==> src/rtl/fb_write_sched_pkg.sv <==
// Shared constants for the BottleFlip frame-buffer write path: buffer geometry,
// colour codes and the scheduler state encoding.
package fb_write_sched_pkg;

  localparam int FB_PX_WIDTH  = 100;
  localparam int FB_PX_HEIGHT = 120;

  localparam logic [2:0] COL_BG     = 3'd0;
  localparam logic [2:0] COL_BOTTLE = 3'd1;
  localparam logic [2:0] COL_LABEL  = 3'd2;
  localparam logic [2:0] COL_TABLE  = 3'd3;
  localparam logic [2:0] COL_EDGE   = 3'd4;

  localparam logic [0:0] ST_ARB   = 1'b0;
  localparam logic [0:0] ST_CLEAR = 1'b1;

  function automatic int blk_addr(input int row, input int col);
    return row * FB_PX_WIDTH + col;
  endfunction

endpackage

==> src/rtl/fb_write_sched_rr_arb2.sv <==
// Two-way round-robin grant; grants are combinational, the last winner is registered.
// Zero latency; a requester that is not granted simply keeps its valid high.
module rr_arb2 (
  input  logic clk,
  input  logic rst,
  input  logic en,
  input  logic valid0,
  input  logic valid1,
  output logic ready0,
  output logic ready1,
  output logic winner,
  output logic xfer
);

  logic last_grant;

  // On a tie the requester that did not win last time goes next.
  assign ready0 = en & valid0 & (~valid1 | last_grant);
  assign ready1 = en & valid1 & (~valid0 | ~last_grant);
  assign xfer   = ready0 | ready1;
  assign winner = ready1;

  always_ff @(posedge clk or posedge rst) begin
    if (rst) begin
      last_grant <= 1'b1;
    end else if (xfer) begin
      last_grant <= ready1;
    end
  end

endmodule

==> src/rtl/fb_write_sched.sv <==
// Pixel-RAM write-port scheduler: round-robin between two requesters plus a full-buffer clear.
// One-cycle handshake-to-write latency; readies drop while clearing or outside the write window.
module fb_write_sched
  import fb_write_sched_pkg::*;
#(
  parameter int PX_WIDTH    = FB_PX_WIDTH,
  parameter int PX_HEIGHT   = FB_PX_HEIGHT,
  parameter int ADDR_W      = 16,
  parameter bit GATE_VBLANK = 1'b1
) (
  input  logic              dclk,
  input  logic              clr,
  input  logic              vblank,
  input  logic              clear_start,
  input  logic [2:0]        clear_code,
  input  logic              req0_valid,
  input  logic [ADDR_W-1:0] req0_addr,
  input  logic [2:0]        req0_data,
  input  logic              req1_valid,
  input  logic [ADDR_W-1:0] req1_addr,
  input  logic [2:0]        req1_data,
  output logic              req0_ready,
  output logic              req1_ready,
  output logic              wmem_we,
  output logic [ADDR_W-1:0] wmem_addr,
  output logic [2:0]        wmem_data,
  output logic              busy,
  output logic              clear_done,
  output logic              oob
);

  localparam int unsigned       TOTAL_I = PX_WIDTH * PX_HEIGHT;
  localparam logic [ADDR_W:0]   TOTAL   = (ADDR_W + 1)'(TOTAL_I);
  localparam logic [ADDR_W-1:0] LAST    = ADDR_W'(TOTAL_I - 1);

  logic [0:0]        state;
  logic [ADDR_W-1:0] cnt;
  logic [2:0]        code;

  logic              win;
  logic              arb_en;
  logic              winner;
  logic              xfer;
  logic [ADDR_W-1:0] sel_addr;
  logic [2:0]        sel_data;
  logic              in_range;

  assign win = !GATE_VBLANK || vblank;

  // clear_start pre-empts the arbiter in the cycle it is seen; reset also masks grants.
  assign arb_en = !clr && (state == ST_ARB) && win && !clear_start;

  rr_arb2 u_arb (
    .clk    (dclk),
    .rst    (clr),
    .en     (arb_en),
    .valid0 (req0_valid),
    .valid1 (req1_valid),
    .ready0 (req0_ready),
    .ready1 (req1_ready),
    .winner (winner),
    .xfer   (xfer)
  );

  assign sel_addr = winner ? req1_addr : req0_addr;
  assign sel_data = winner ? req1_data : req0_data;
  assign in_range = {1'b0, sel_addr} < TOTAL;
  assign busy     = (state == ST_CLEAR);

  always_ff @(posedge dclk or posedge clr) begin
    if (clr) begin
      state      <= ST_ARB;
      cnt        <= '0;
      code       <= '0;
      wmem_we    <= 1'b0;
      wmem_addr  <= '0;
      wmem_data  <= '0;
      clear_done <= 1'b0;
      oob        <= 1'b0;
    end else begin
      wmem_we    <= 1'b0;
      clear_done <= 1'b0;
      oob        <= 1'b0;
      if (state == ST_ARB) begin
        if (clear_start) begin
          code  <= clear_code;
          cnt   <= '0;
          state <= ST_CLEAR;
        end else if (xfer) begin
          // Out-of-range requests are consumed but never reach the RAM.
          if (in_range) begin
            wmem_we   <= 1'b1;
            wmem_addr <= sel_addr;
            wmem_data <= sel_data;
          end else begin
            oob <= 1'b1;
          end
        end
      end else if (win) begin
        wmem_we   <= 1'b1;
        wmem_addr <= cnt;
        wmem_data <= code;
        if (cnt == LAST) begin
          clear_done <= 1'b1;
          cnt        <= '0;
          state      <= ST_ARB;
        end else begin
          cnt <= cnt + ADDR_W'(1);
        end
      end
    end
  end

endmodule

==> config.mk <==
export PLATFORM = sky130hd
export DESIGN_NAME = fb_write_sched
export DESIGN_NICKNAME = d
export VERILOG_FILES = /design/src/rtl/fb_write_sched_pkg.sv /design/src/rtl/fb_write_sched_rr_arb2.sv /design/src/rtl/fb_write_sched.sv
export SDC_FILE = /design/constraint.sdc
export NUM_CORES = 1
export LEC_CHECK = 0
export ABC_AREA = 1
export CORE_MARGIN = 2
export CORE_UTILIZATION = 54
export CTS_BUF_LIST = sky130_fd_sc_hd__clkbuf_4 sky130_fd_sc_hd__clkbuf_8
export DETAILED_ROUTE_END_ITERATION = 8
export HOLD_SLACK_MARGIN = 0.02
export PLACE_DENSITY_LB_ADDON = 0.25
export SKIP_CTS_REPAIR_TIMING = 1
export SLEW_MARGIN = 20
export SYNTH_ARGS = -nofsm -noshare
export SYNTH_HDL_FRONTEND = slang
export SYNTH_SLANG_ARGS = --single-unit
==> constraint.sdc <==
create_clock -name dclk -period 5.05 [get_ports dclk]
set_input_delay 0.505 -clock dclk [delete_from_list [all_inputs] [get_ports dclk]]
set_output_delay 0.505 -clock dclk [all_outputs]
set_load 0.005 [all_outputs]
[After elaboration in Yosys (flattened, before gate mapping)]
Cells that the tools add are included.
Widths: inputs -> output; s select.
Storage, ports and cells
  register bits after elaboration: 43
  input bits: 47
  output and inout port bits: 25
  word-level logic and storage cells: 68
Operators by class
  add/subtract/negate cells: 1
  magnitude comparators: 1
  eq/ne operators: 3
  multiplexer cells: 32
  bitwise operators: 11
  reductions and logical operators: 11
Operators by type and width (number)
  $mux 16: 10
  $mux 3: 6
  $add 16x1->16 const B: 1
  $eq 16x14->1 const B: 1
  $lt 16x14->1 const B: 1
  $mux 1: 16
  $reduce_bool 2->1: 3
  $and 1x1->1: 4
  $not 1->1: 4
  $reduce_and 2->1: 2
  $reduce_and 4->1: 1
  $logic_and 1x1->1: 3
  $or 1x1->1: 3
  $logic_not 1->1: 2
  $ne 2x1->1 const B: 1
  $ne 2x2->1 const B: 1

[Logic depth before layout (Yosys ltp)]
Gate-level depths: netlist of the first run.
  word-level depth: 12
  mapped depth: 17
  depth with buffers taken out: 15

[Modules after synthesis]
From an unflattened synthesis of the first run, not the netlist that was laid out.
Second synthesis, totals
  cell total of the unflattened synthesis: 367
  area total of the unflattened synthesis: 2610.0 µm²
By module, submodules not included
  fb_write_sched: times used 1, cells an instance 354, area an instance 2519.9 µm², seq. area each 1051.0 µm²
  rr_arb2: times used 1, cells an instance 13, area an instance 90.1 µm², seq. area each 26.3 µm²

[Worst setup path after synthesis of the first run]
OpenSTA, ideal clock, no wires.
  kind: input to register
  start: input port clr
  end: register wmem_addr[10]
  setup time: 0.117 ns
  arrival: 2.956 ns
  required time: 4.933 ns
  setup slack: 1.978 ns
  cell stages on the path: 15
  path buffers: 3
  cell sequence: inv_1 nand2_1 nor2_8 buf_6 nand3b_1 nand2_1 nand2_1 nor2_1 nand2_1 nand2_2 nand3_2 buf_6 buf_8 nand3_2 nand2_1
Between the ends
  cells in the longest elaborated chain, start to end: 11
  elaborated cells between the ends (all ways): 18
  classes of those cells: order compare (1); mux (5); bitwise (5); reduce/logical (7)
RTL lines
  start, declared: line fb_write_sched.sv:12  | input logic clr,
  $logic_not 1->1 (no line) *
  $logic_and 1x1->1 * (3 in a row): line fb_write_sched.sv:51  | assign arb_en = !clr && (state == ST_ARB) && win && !clear_start;
  branches (longest 7 deep; another with $lt 16x14->1)
  end signal, assigned: line fb_write_sched.sv:93  | wmem_addr <= sel_addr;
  end signal, assigned: line fb_write_sched.sv:101  | wmem_addr <= cnt;
  end, declared: line fb_write_sched.sv:25  | output logic [ADDR_W-1:0] wmem_addr,
Mark *: on every way between the ends. The select of a mux whose other input is x is not followed.
A chain may end at the register's enable or synchronous reset.

[Worst setup path in the final report of the first run]
  start: input port req1_valid
  end: register wmem_addr[2]
Between the ends
  cells in the longest elaborated chain, start to end: 7
  elaborated cells between the ends (all ways): 15
  classes of those cells: order compare (1); mux (5); bitwise (6); reduce/logical (3)
RTL lines
  start, declared: line fb_write_sched.sv:19  | input logic req1_valid,
  branches (longest 7 deep; another with $lt 16x14->1)
Several ways; the timed one is not identified. The select of a mux whose other input is x is not followed.

==> impl_metrics.env, run 1 <==
export IMPL_syn_inst=349
export IMPL_drive_gt1_share_pct=7.23
export IMPL_synth_compound_area_share_pct=11.6
export IMPL_synth_top_cell_area_share_pct=40.8
export IMPL_synth_area_leaders="dfrtp_1 41%, nand2_1 19%, o21ai_0 5.2%"
export IMPL_synth_top_family_by_area="simple AND/OR/NAND/NOR gates"
export IMPL_cts_tree="yes"
export IMPL_vias_per_cell=5.40
export IMPL_tns_ns=0
export IMPL_synth_edf_count=0
export IMPL_clock_latency_ns=0.29
export IMPL_finalCritPeriodShare_pct=64.8
export IMPL_synthesis_nets=397
export IMPL_cts_reportedPaths_clkPinSlew_ns=0.08
export IMPL_hpwlAfterDp_um=5020
export IMPL_synthAdderAreaFrac_pct=0.486
export IMPL_syn_to_final_growth_pct=31.7
export IMPL_fin_nets=462
export IMPL_cp_start_kind="primary input"
export IMPL_wl_per_cell_um=14.1
export IMPL_netSwitchingFraction_pct=27.5
export IMPL_p_int_mw=0.731
export IMPL_cts_htree_levels=2
export IMPL_ys_seq_area_share_pct=41.8
export IMPL_ys_top_cells_by_count="128 x nand2_1, 42 x dfrtp_1, 33 x inv_1, 27 x o21ai_0"
export IMPL_drtIter0Drc=149
export IMPL_p_clk_share_pct=31.6
export IMPL_crit_required_ns=5.29
export IMPL_ant_nets=0
export IMPL_grt_use_total_pct=26.8
export IMPL_setup_viol=0
export IMPL_die_w_um=73.1
export IMPL_maxSlewViolCount=0
export IMPL_final_min_clock_period_ns=3.27
export IMPL_crit_fanout=23
export IMPL_n_antenna_cell=0
export IMPL_comb_power_share_pct=23.9
export IMPL_die_h_um=73.1
export IMPL_clockRootBuffer="clkbuf_8"
export IMPL_rsz0062_at_grt="no"
export IMPL_finalHoldViolations=0
export IMPL_seqPwrFrac_pct=44.5
export IMPL_maxCapViolations=0
export IMPL_gp_congestion=0.893
export IMPL_via_count=2534
export IMPL_grt_pass1_vias=2392
export IMPL_fin_skew_ns=0.00421
export IMPL_synth_most_common_cell="nand2_1"
export IMPL_clock_path_buffers=2
export IMPL_synth_mux_area_share_pct=0
export IMPL_grt_max_degree=44
export IMPL_synth_cell_types=32
export IMPL_dieArea_um2=5340
export IMPL_fp_coreArea_um2=4660
export IMPL_grt_pass1_wl_um=11100
export IMPL_io_pins=72
export IMPL_ys_seq_elements=43
export IMPL_tightest_slew_ns=0.922
export IMPL_worstPathArrival_ns=3.51
export IMPL_hp_class="flip-flop to flip-flop"
export IMPL_antenna_found_initial=0
export IMPL_power_mw=1.01
export IMPL_synth_simple_gate_area_share_pct=35.5
export IMPL_p_leak_nw=1.64
export IMPL_power_density_nw_per_um2=297
export IMPL_fmax_mhz=306
export IMPL_routed_wl_um=6640
export IMPL_syn_avg_cell_area_um2=7.38
export IMPL_relSlewSlack_pct=38.4
export IMPL_synth_xor_area_share_pct=1.36
export IMPL_synth_top_flop_cell="dfrtp_1"
export IMPL_yosysTopAreaCell="dfrtp_1"
export IMPL_cp_end_kind="flip-flop"
export IMPL_ys_warn_count=0
export IMPL_drc=0
export IMPL_syn_area_um2=2580
export IMPL_ys_async_sr_fraction_pct=100
export IMPL_critPathKind="primary input to flip-flop"
export IMPL_first_pass_iters=7
export IMPL_portBuffers=71
export IMPL_cts_sinks=43
export IMPL_initial_core_util_pct=55.3
export IMPL_row_count=25
export IMPL_outcome="completed"
export IMPL_cts_buffers=5
export IMPL_finish_utilization_pct=72.8
export IMPL_ir_worst_vdd_mv=0.219
export IMPL_gr_total_overflow=0
export IMPL_p_switching_mw=0.277
power by group through the flow:
stage	sequential, mW	clock, mW	combinational, mW
6_report	0.448	0.319	0.241
5_1_grt	0.455	0.340	0.271
4_1_cts	0.447	0.322	0.240
3_5_place_dp	0.454	0	0.238
3_3_place_gp	0.450	0	0.233
2_1_floorplan	0.444	0	0.119
metrics by stage:
| stage | setup slack, ns | std cells | hold WS [ns] | area [um2] |
|---|---|---|---|---|
| 2_1_floorplan | 1.98 | 349 | 0.443 | 2580 |
| 3_3_place_gp | 1.68 | 461 | 0.460 | 3260 |
| 3_5_place_dp | 1.55 | 461 | 0.467 | 3260 |
| 4_1_cts | 1.85 | 469 | 0.488 | 3390 |
| 5_1_grt | 1.49 | 469 | 0.527 | 3390 |
| 6_report | 1.78 | 469 | 0.487 | 3390 |
cell families (layout without fill, tap and decap cells):
group / count (synthesis) / count (layout)
DFF: 43 / 43
AOI/OAI and AO/OA: 53 / 53
buffers and inverters: 48 / 114
xor gates and xnor gates: 4 / 4
adders and majority gates: 1 / 1
and+or+nand+nor: 200 / 200
worst paths after layout:
kind	to	from	slack (ns)	depth (start not counted)
max	wmem_addr[2]$_DFFE_PP0P_	req1_valid	1.78	10
min	code[2]$_DFFE_PP0P_	code[2]$_DFFE_PP0P_	0.49	2
max reg2reg	wmem_addr[2]$_DFFE_PP0P_	busy$_DFF_PP0_	1.85	10
min reg2reg	code[2]$_DFFE_PP0P_	code[2]$_DFFE_PP0P_	0.49	2
max in group asynchronous	u_arb.last_grant$_DFFE_PP1N_	clr	3.92	3
min in group asynchronous	wmem_addr[14]$_DFFE_PP0P_	clr	0.74	3
final cells by class:
type / count / area, um2
Multi-Input combinational cell: 258 / 1260
Timing Repair Buffer: 72 / 718
Sequential cell: 43 / 1080
Inverter: 34 / 133
Tap cell: 54 / 67.6
Fill cell: 390 / 1270
Clock inverter: 2 / 60.1
Clock buffer: 6 / 76.3
worst max-delay path, cell delays in order:
cell             delay (ns)
clkdlybuf4s50_1        0.48
inv_1                  0.05
a21oi_2                0.42
nand2_4                0.27
inv_1                  0.30
or2_2                  0.19
nand3_2                0.40
nand2_1                0.64
nand2_1                0.15
nand2_1                0.09
per-layer routing:
metal / GRT usage (%) / wire (um) / up-vias
met5: 0 / 0 / -
met4: 8.02 / 91 / 0
met3: 5.52 / 402 / 9
met2: 43.9 / 3380 / 92
met1: 35.8 / 2760 / 1181
li1: - / - / 1252
state kept, by name, indices dropped and copies added, names as in the netlist:
signal / flops
busy: 1
clear_done: 1
cnt: 16
code: 3
oob: 1
u_arb.last_grant: 1
wmem_addr: 16
wmem_data: 3
wmem_we: 1
cells in the final DEF (no fill, tap or decap), drive strengths merged:
cell,instances
nand3,34
nand3b,5
a21oi,9
o32ai,2
clkbuf,6
nand2,133
buf,1
o21ai,28
a21boi,1
inv,34
a31oi,9
dfrtp,42
xor2,4
a22o,1
dfstp,1
clkdlybuf4s50,71
nor3,1
ha,1
nor2,24
or2,1
nand4,1
bufinv,2
o22ai,3
nor4,1
No activity file was read; power rests on OpenSTA's default activity.
==> run 2: changes to the inputs <==
--- a/config.mk
+++ b/config.mk
@@ -7,7 +7,7 @@
 export LEC_CHECK = 0
 export ABC_AREA = 1
 export CORE_MARGIN = 2
-export CORE_UTILIZATION = 54
+export CORE_UTILIZATION = 50
 export CTS_BUF_LIST = sky130_fd_sc_hd__clkbuf_4 sky130_fd_sc_hd__clkbuf_8
 export DETAILED_ROUTE_END_ITERATION = 8
 export HOLD_SLACK_MARGIN = 0.02
==> constraint.sdc (replaced) <==
create_clock -name dclk -period 3.4 [get_ports dclk]
set_input_delay 0.34 -clock dclk [delete_from_list [all_inputs] [get_ports dclk]]
set_output_delay 0.34 -clock dclk [all_outputs]
set_load 0.005 [all_outputs]
==> run 2 against run 1 <==
  * Critical path type is now flip-flop to output pin
  * Hold slack better by 0.0084 ns
  * Critical endpoint is now req1_ready
  * Core utilization decreased by 5.8 points
  * Combinational power grew 47%
  * Wire length is 3.1% lower
  * Largest cell class unchanged
==> impl_metrics.env, run 2 (synthesis gave the netlist of run 1 again) <==
export IMPL_netSwitchingFraction_pct=30.8
export IMPL_hpwlAfterDp_um=5020
export IMPL_cts_reportedPaths_clkPinSlew_ns=0.08
export IMPL_clockRootBuffer="clkbuf_8"
export IMPL_dieArea_um2=5740
export IMPL_maxSlewViolCount=0
export IMPL_syn_to_final_growth_pct=31.2
export IMPL_slowest_delay_ns=0.60
export IMPL_wl_per_cell_um=13.2
export IMPL_cp_end_kind="output pin"
export IMPL_drive_gt1_share_pct=7.67
export IMPL_grt_pass1_vias=2402
export IMPL_routed_wl_um=6430
export IMPL_stdcell_count=487
export IMPL_final_cell_mix="128 x nand2_1, 71 x clkdlybuf4s50_1, 42 x dfrtp_1"
export IMPL_final_min_clock_period_ns=2.83
export IMPL_maxCapViolations=0
export IMPL_fin_nets=464
export IMPL_p_leak_nw=1.62
export IMPL_gr_total_overflow=0
export IMPL_fmax_mhz=353
export IMPL_tightest_slew_ns=0.598
export IMPL_fp_coreArea_um2=5040
export IMPL_finalCritPeriodShare_pct=83.3
export IMPL_ant_nets=0
export IMPL_critPathKind="flip-flop to output pin"
export IMPL_setup_viol=0
export IMPL_seqPwrFrac_pct=49.5
export IMPL_grt_use_total_pct=24.2
export IMPL_via_count=2534
export IMPL_largestRegisters="cnt x16, wmem_addr x16"
export IMPL_cp_start_kind="flip-flop"
export IMPL_n_antenna_cell=0
export IMPL_path_cells="inv_6, nand2_4, nor2_8, nand2_4, inv_1, clkdlybuf4s50_1"
export IMPL_crit_fanout=25
export IMPL_clock_latency_ns=0.30
export IMPL_grt_max_degree=44
export IMPL_antenna_found_initial=0
export IMPL_portBuffers=71
export IMPL_power_density_nw_per_um2=396
export IMPL_nFillCells=450
export IMPL_p_switching_mw=0.413
export IMPL_dp_cells=479
export IMPL_outcome="completed"
export IMPL_hp_class="flip-flop to flip-flop"
export IMPL_cp_common_cell="nand2_4"
export IMPL_clock_path_buffers=2
export IMPL_relSlewSlack_pct=60.0
export IMPL_tns_ns=0
export IMPL_ir_worst_vdd_mv=0.253
export IMPL_crit_required_ns=3.06
export IMPL_p_int_mw=0.927
export IMPL_cts_tree="yes"
export IMPL_comb_power_share_pct=26.5
export IMPL_drc=0
export IMPL_row_count=26
export IMPL_worstPathArrival_ns=2.49
export IMPL_die_h_um=75.8
export IMPL_p_clk_share_pct=24.0
export IMPL_rsz0062_at_grt="no"
export IMPL_vias_per_cell=5.20
export IMPL_gp_congestion=0.888
export IMPL_drtIter0Drc=152
export IMPL_fin_skew_ns=0.00680
export IMPL_final_common_cell="nand2_1"
export IMPL_cts_htree_levels=2
export IMPL_first_pass_iters=4
export IMPL_cts_buffers=5
export IMPL_cpMaxStageDelayCell="dfrtp_1"
export IMPL_io_pins=72
export IMPL_cts_sinks=43
export IMPL_finalHoldViolations=0
export IMPL_die_w_um=75.8
export IMPL_initial_core_util_pct=51.1
export IMPL_grt_pass1_wl_um=10500
-- run 2: stage by stage --
step                      power (mW)  setup slack, ns  cell area [um2]  utilization (%)  hold slack [ns]
after floorplan                0.837            0.493             2580                -            0.443
after global placement          1.01            0.668             3290             65.3            0.462
after detailed placement        1.03            0.588             3290             65.3            0.480
after CTS                       1.35            0.588             3380             67.0            0.501
after global routing            1.42            0.414             3380             67.0            0.529
final                           1.34            0.569             3380             67.0            0.496
-- run 2: critical path: cells and delay by family, from the launching register on --
kind,cells,cell delay (ns)
DFF,1,0.60
and+or+nand+nor,3,0.46
buffers and inverters,3,1.12
-- run 2: power groups by stage --
stage | Sequential, mW | Combinational [mW] | Clock (mW)
after global routing | 0.677 | 0.404 | 0.343
after CTS | 0.663 | 0.357 | 0.326
after detailed placement | 0.673 | 0.355 | 0
after global placement | 0.667 | 0.347 | 0
final | 0.664 | 0.355 | 0.321
after floorplan | 0.659 | 0.177 | 0
-- run 2: cell type report --
cell class,count,area [um2],share of cell area [%]
well taps,70,87.6,2.59
repair buffers,74,733,21.7
clock inverters,3,20.0,0.592
clock buffers,5,68.8,2.04
multi-input cells,258,1260,37.3
inverters,34,133,3.92
flip-flops and latches,43,1080,31.9
-- run 2: final timing paths --
kind | start | end | slack, ns | cells after the start
worst max-delay path | busy$_DFF_PP0_ | req1_ready | 0.57 | 6
worst min-delay path | code[0]$_DFFE_PP0P_ | code[0]$_DFFE_PP0P_ | 0.50 | 2
worst max register to register | busy$_DFF_PP0_ | wmem_addr[8]$_DFFE_PP0P_ | 0.74 | 10
worst min register to register | code[0]$_DFFE_PP0P_ | code[0]$_DFFE_PP0P_ | 0.50 | 2
max in group asynchronous | clr | u_arb.last_grant$_DFFE_PP1N_ | 2.47 | 3
min in group asynchronous | clr | wmem_data[1]$_DFFE_PP0P_ | 0.56 | 3
-- run 2: routing by layer --
layer / vias up / GRT usage, % / wire length (um)
met5: - / 0 / 0
met4: 0 / 8.58 / 105
met3: 12 / 3.04 / 355
met2: 82 / 41.6 / 3310
met1: 1178 / 31.2 / 2660
li1: 1262 / - / -
==> run 3: changes to the inputs <==
--- a/config.mk
+++ b/config.mk
@@ -7,7 +7,7 @@
 export LEC_CHECK = 0
 export ABC_AREA = 1
 export CORE_MARGIN = 2
-export CORE_UTILIZATION = 50
+export CORE_UTILIZATION = 45
 export CTS_BUF_LIST = sky130_fd_sc_hd__clkbuf_4 sky130_fd_sc_hd__clkbuf_8
 export DETAILED_ROUTE_END_ITERATION = 8
 export HOLD_SLACK_MARGIN = 0.02
==> constraint.sdc (replaced) <==
create_clock -name dclk -period 2.5 [get_ports dclk]
set_input_delay 0.25 -clock dclk [delete_from_list [all_inputs] [get_ports dclk]]
set_output_delay 0.25 -clock dclk [all_outputs]
set_load 0.005 [all_outputs]
==> run 3 against run 2 <==
  * Combinational power increased by 37%
  * Die area increased by 11%
  * Clock skew decreased by 0.0039 ns
  * Design area increased by 1.6%
  * Core utilization decreased by 4.7 points
  * Count of clock-buffer cells in the layout increased by 3
==> impl_metrics.env, run 3 (synthesis gave the netlist of run 1 again) <==
export IMPL_grt_use_total_pct=21.8
export IMPL_fin_skew_ns=0.00287
export IMPL_path_cells="inv_6, nand2_4, nor2_8, nand2_4, inv_1, clkdlybuf4s50_1"
export IMPL_cts_tree="yes"
export IMPL_cts_sinks=43
export IMPL_first_pass_iters=4
export IMPL_clockRootBuffer="clkbuf_8"
export IMPL_clock_latency_ns=0.29
export IMPL_fin_nets=470
export IMPL_clock_path_buffers=2
export IMPL_largestRegisters="cnt x16, wmem_addr x16"
export IMPL_drtIter0Drc=194
export IMPL_grt_pass1_vias=2317
export IMPL_wl_per_cell_um=13.2
export IMPL_cp_start_kind="flip-flop"
export IMPL_initial_core_util_pct=46.8
export IMPL_cp_common_cell="nand2_4"
export IMPL_fp_coreArea_um2=5510
export IMPL_slowest_delay_ns=0.53
export IMPL_finalHoldViolations=0
export IMPL_dieArea_um2=6350
export IMPL_n_antenna_cell=0
export IMPL_via_count=2535
export IMPL_hp_class="flip-flop to flip-flop"
export IMPL_routed_wl_um=6530
export IMPL_power_density_nw_per_um2=534
export IMPL_cts_reportedPaths_clkPinSlew_ns=0.07
export IMPL_cp_end_kind="output pin"
export IMPL_relSlewSlack_pct=63.5
export IMPL_finalCritPeriodShare_pct=89.8
export IMPL_critPathKind="flip-flop to output pin"
export IMPL_finish_utilization_pct=62.3
export IMPL_grt_pass1_wl_um=10800
export IMPL_die_w_um=79.7
export IMPL_cpMaxStageDelayCell="clkdlybuf4s50_1"
export IMPL_antenna_found_initial=0
export IMPL_crit_fanout=25
export IMPL_final_min_clock_period_ns=2.25
export IMPL_tns_ns=0
export IMPL_gp_congestion=0.900
export IMPL_cts_htree_levels=2
export IMPL_hpwlAfterDp_um=5070
export IMPL_row_count=27
export IMPL_vias_per_cell=5.12
export IMPL_crit_buf_inv=3
export IMPL_outcome="completed"
export IMPL_crit_required_ns=2.25
export IMPL_drc=0
export IMPL_cts_buffers=5
export IMPL_final_common_cell="nand2_1"
export IMPL_drive_gt1_share_pct=9.22
export IMPL_maxSlewViolCount=0
export IMPL_ir_worst_vdd_mv=0.430
export IMPL_path_delay_family="buffers and inverters"
export IMPL_gr_total_overflow=0
export IMPL_die_h_um=79.7
export IMPL_grt_max_degree=44
export IMPL_worstPathArrival_ns=2.00
export IMPL_rsz0062_at_grt="no"
export IMPL_setup_viol=0
export IMPL_maxCapViolations=0
export IMPL_portBuffers=71
export IMPL_tightest_slew_ns=0.546
export IMPL_p_leak_nw=1.66
export IMPL_fmax_mhz=445
export IMPL_io_pins=72
export IMPL_syn_to_final_growth_pct=33.3
export IMPL_final_cell_mix="128 x nand2_1, 71 x clkdlybuf4s50_1, 42 x dfrtp_1"
export IMPL_ant_nets=0
-- run 3: changes by cell type in the layout (fill, tap and decap cells not counted) --
cell / previous run / this run
clkbuf_4: 0 / 3
buf_4: 3 / 9
clkinv_2: 1 / 0
clkinvlp_4: 2 / 1
inv_1: 33 / 32
-- run 3: per-layer routing --
metal	global-route usage, %	share of wire [%]	vias to the layer above
met3	3.96	5.0	2
li1	-	-	1267
met4	4.14	0.35	0
met1	29.8	44	1199
met5	0	0	-
met2	36.6	50	67
-- run 3: metrics by stage --
stage	power (mW)	cells	instance area (um2)	hold WS [ns]	worst slack, ns
3_3_place_gp	1.39	487	3340	0.462	0.122
2_1_floorplan	1.14	349	2580	0.252	0.0625
5_1_grt	1.96	495	3430	0.502	0.141
4_1_cts	1.85	495	3430	0.486	0.245
3_5_place_dp	1.40	487	3340	0.465	0.0768
6_report	1.83	495	3430	0.482	0.254
-- run 3: power by group --
| group | switching [mW] | internal (mW) |
|---|---|---|
| registers | 0.0980 | 0.804 |
| clock network | 0.215 | 0.231 |
| logic | 0.219 | 0.266 |
| total | 0.531 | 1.30 |
-- run 3: layout make-up --
cell class              instances  area, um2
fillers                       492       2070
multi-input cells             258       1260
flip-flops and latches         43       1080
repair buffers                 80        778
inverters                      34        136
clock buffers                   8       91.3
well taps                      72       90.1
-- run 3: worst paths after layout --
| kind | startpoint | endpoint | slack, ns | depth (start not counted) |
|---|---|---|---|---|
| worst max register to register | busy$_DFF_PP0_ | wmem_addr[7]$_DFFE_PP0P_ | 0.39 | 16 |
| worst min register to register | code[2]$_DFFE_PP0P_ | code[2]$_DFFE_PP0P_ | 0.48 | 2 |
| max in group asynchronous | clr | u_arb.last_grant$_DFFE_PP1N_ | 1.62 | 3 |
| worst min-delay path | code[2]$_DFFE_PP0P_ | code[2]$_DFFE_PP0P_ | 0.48 | 2 |
| min in group asynchronous | clr | wmem_data[1]$_DFFE_PP0P_ | 0.50 | 3 |
| worst max-delay path | busy$_DFF_PP0_ | req1_ready | 0.25 | 6 |
-- run 3: worst min-delay path, delay by kind of cell, from the launching register on --
kind / cells / cell delay (ns)
DFF: 1 / 0.35
and+or+nand+nor: 2 / 0.10
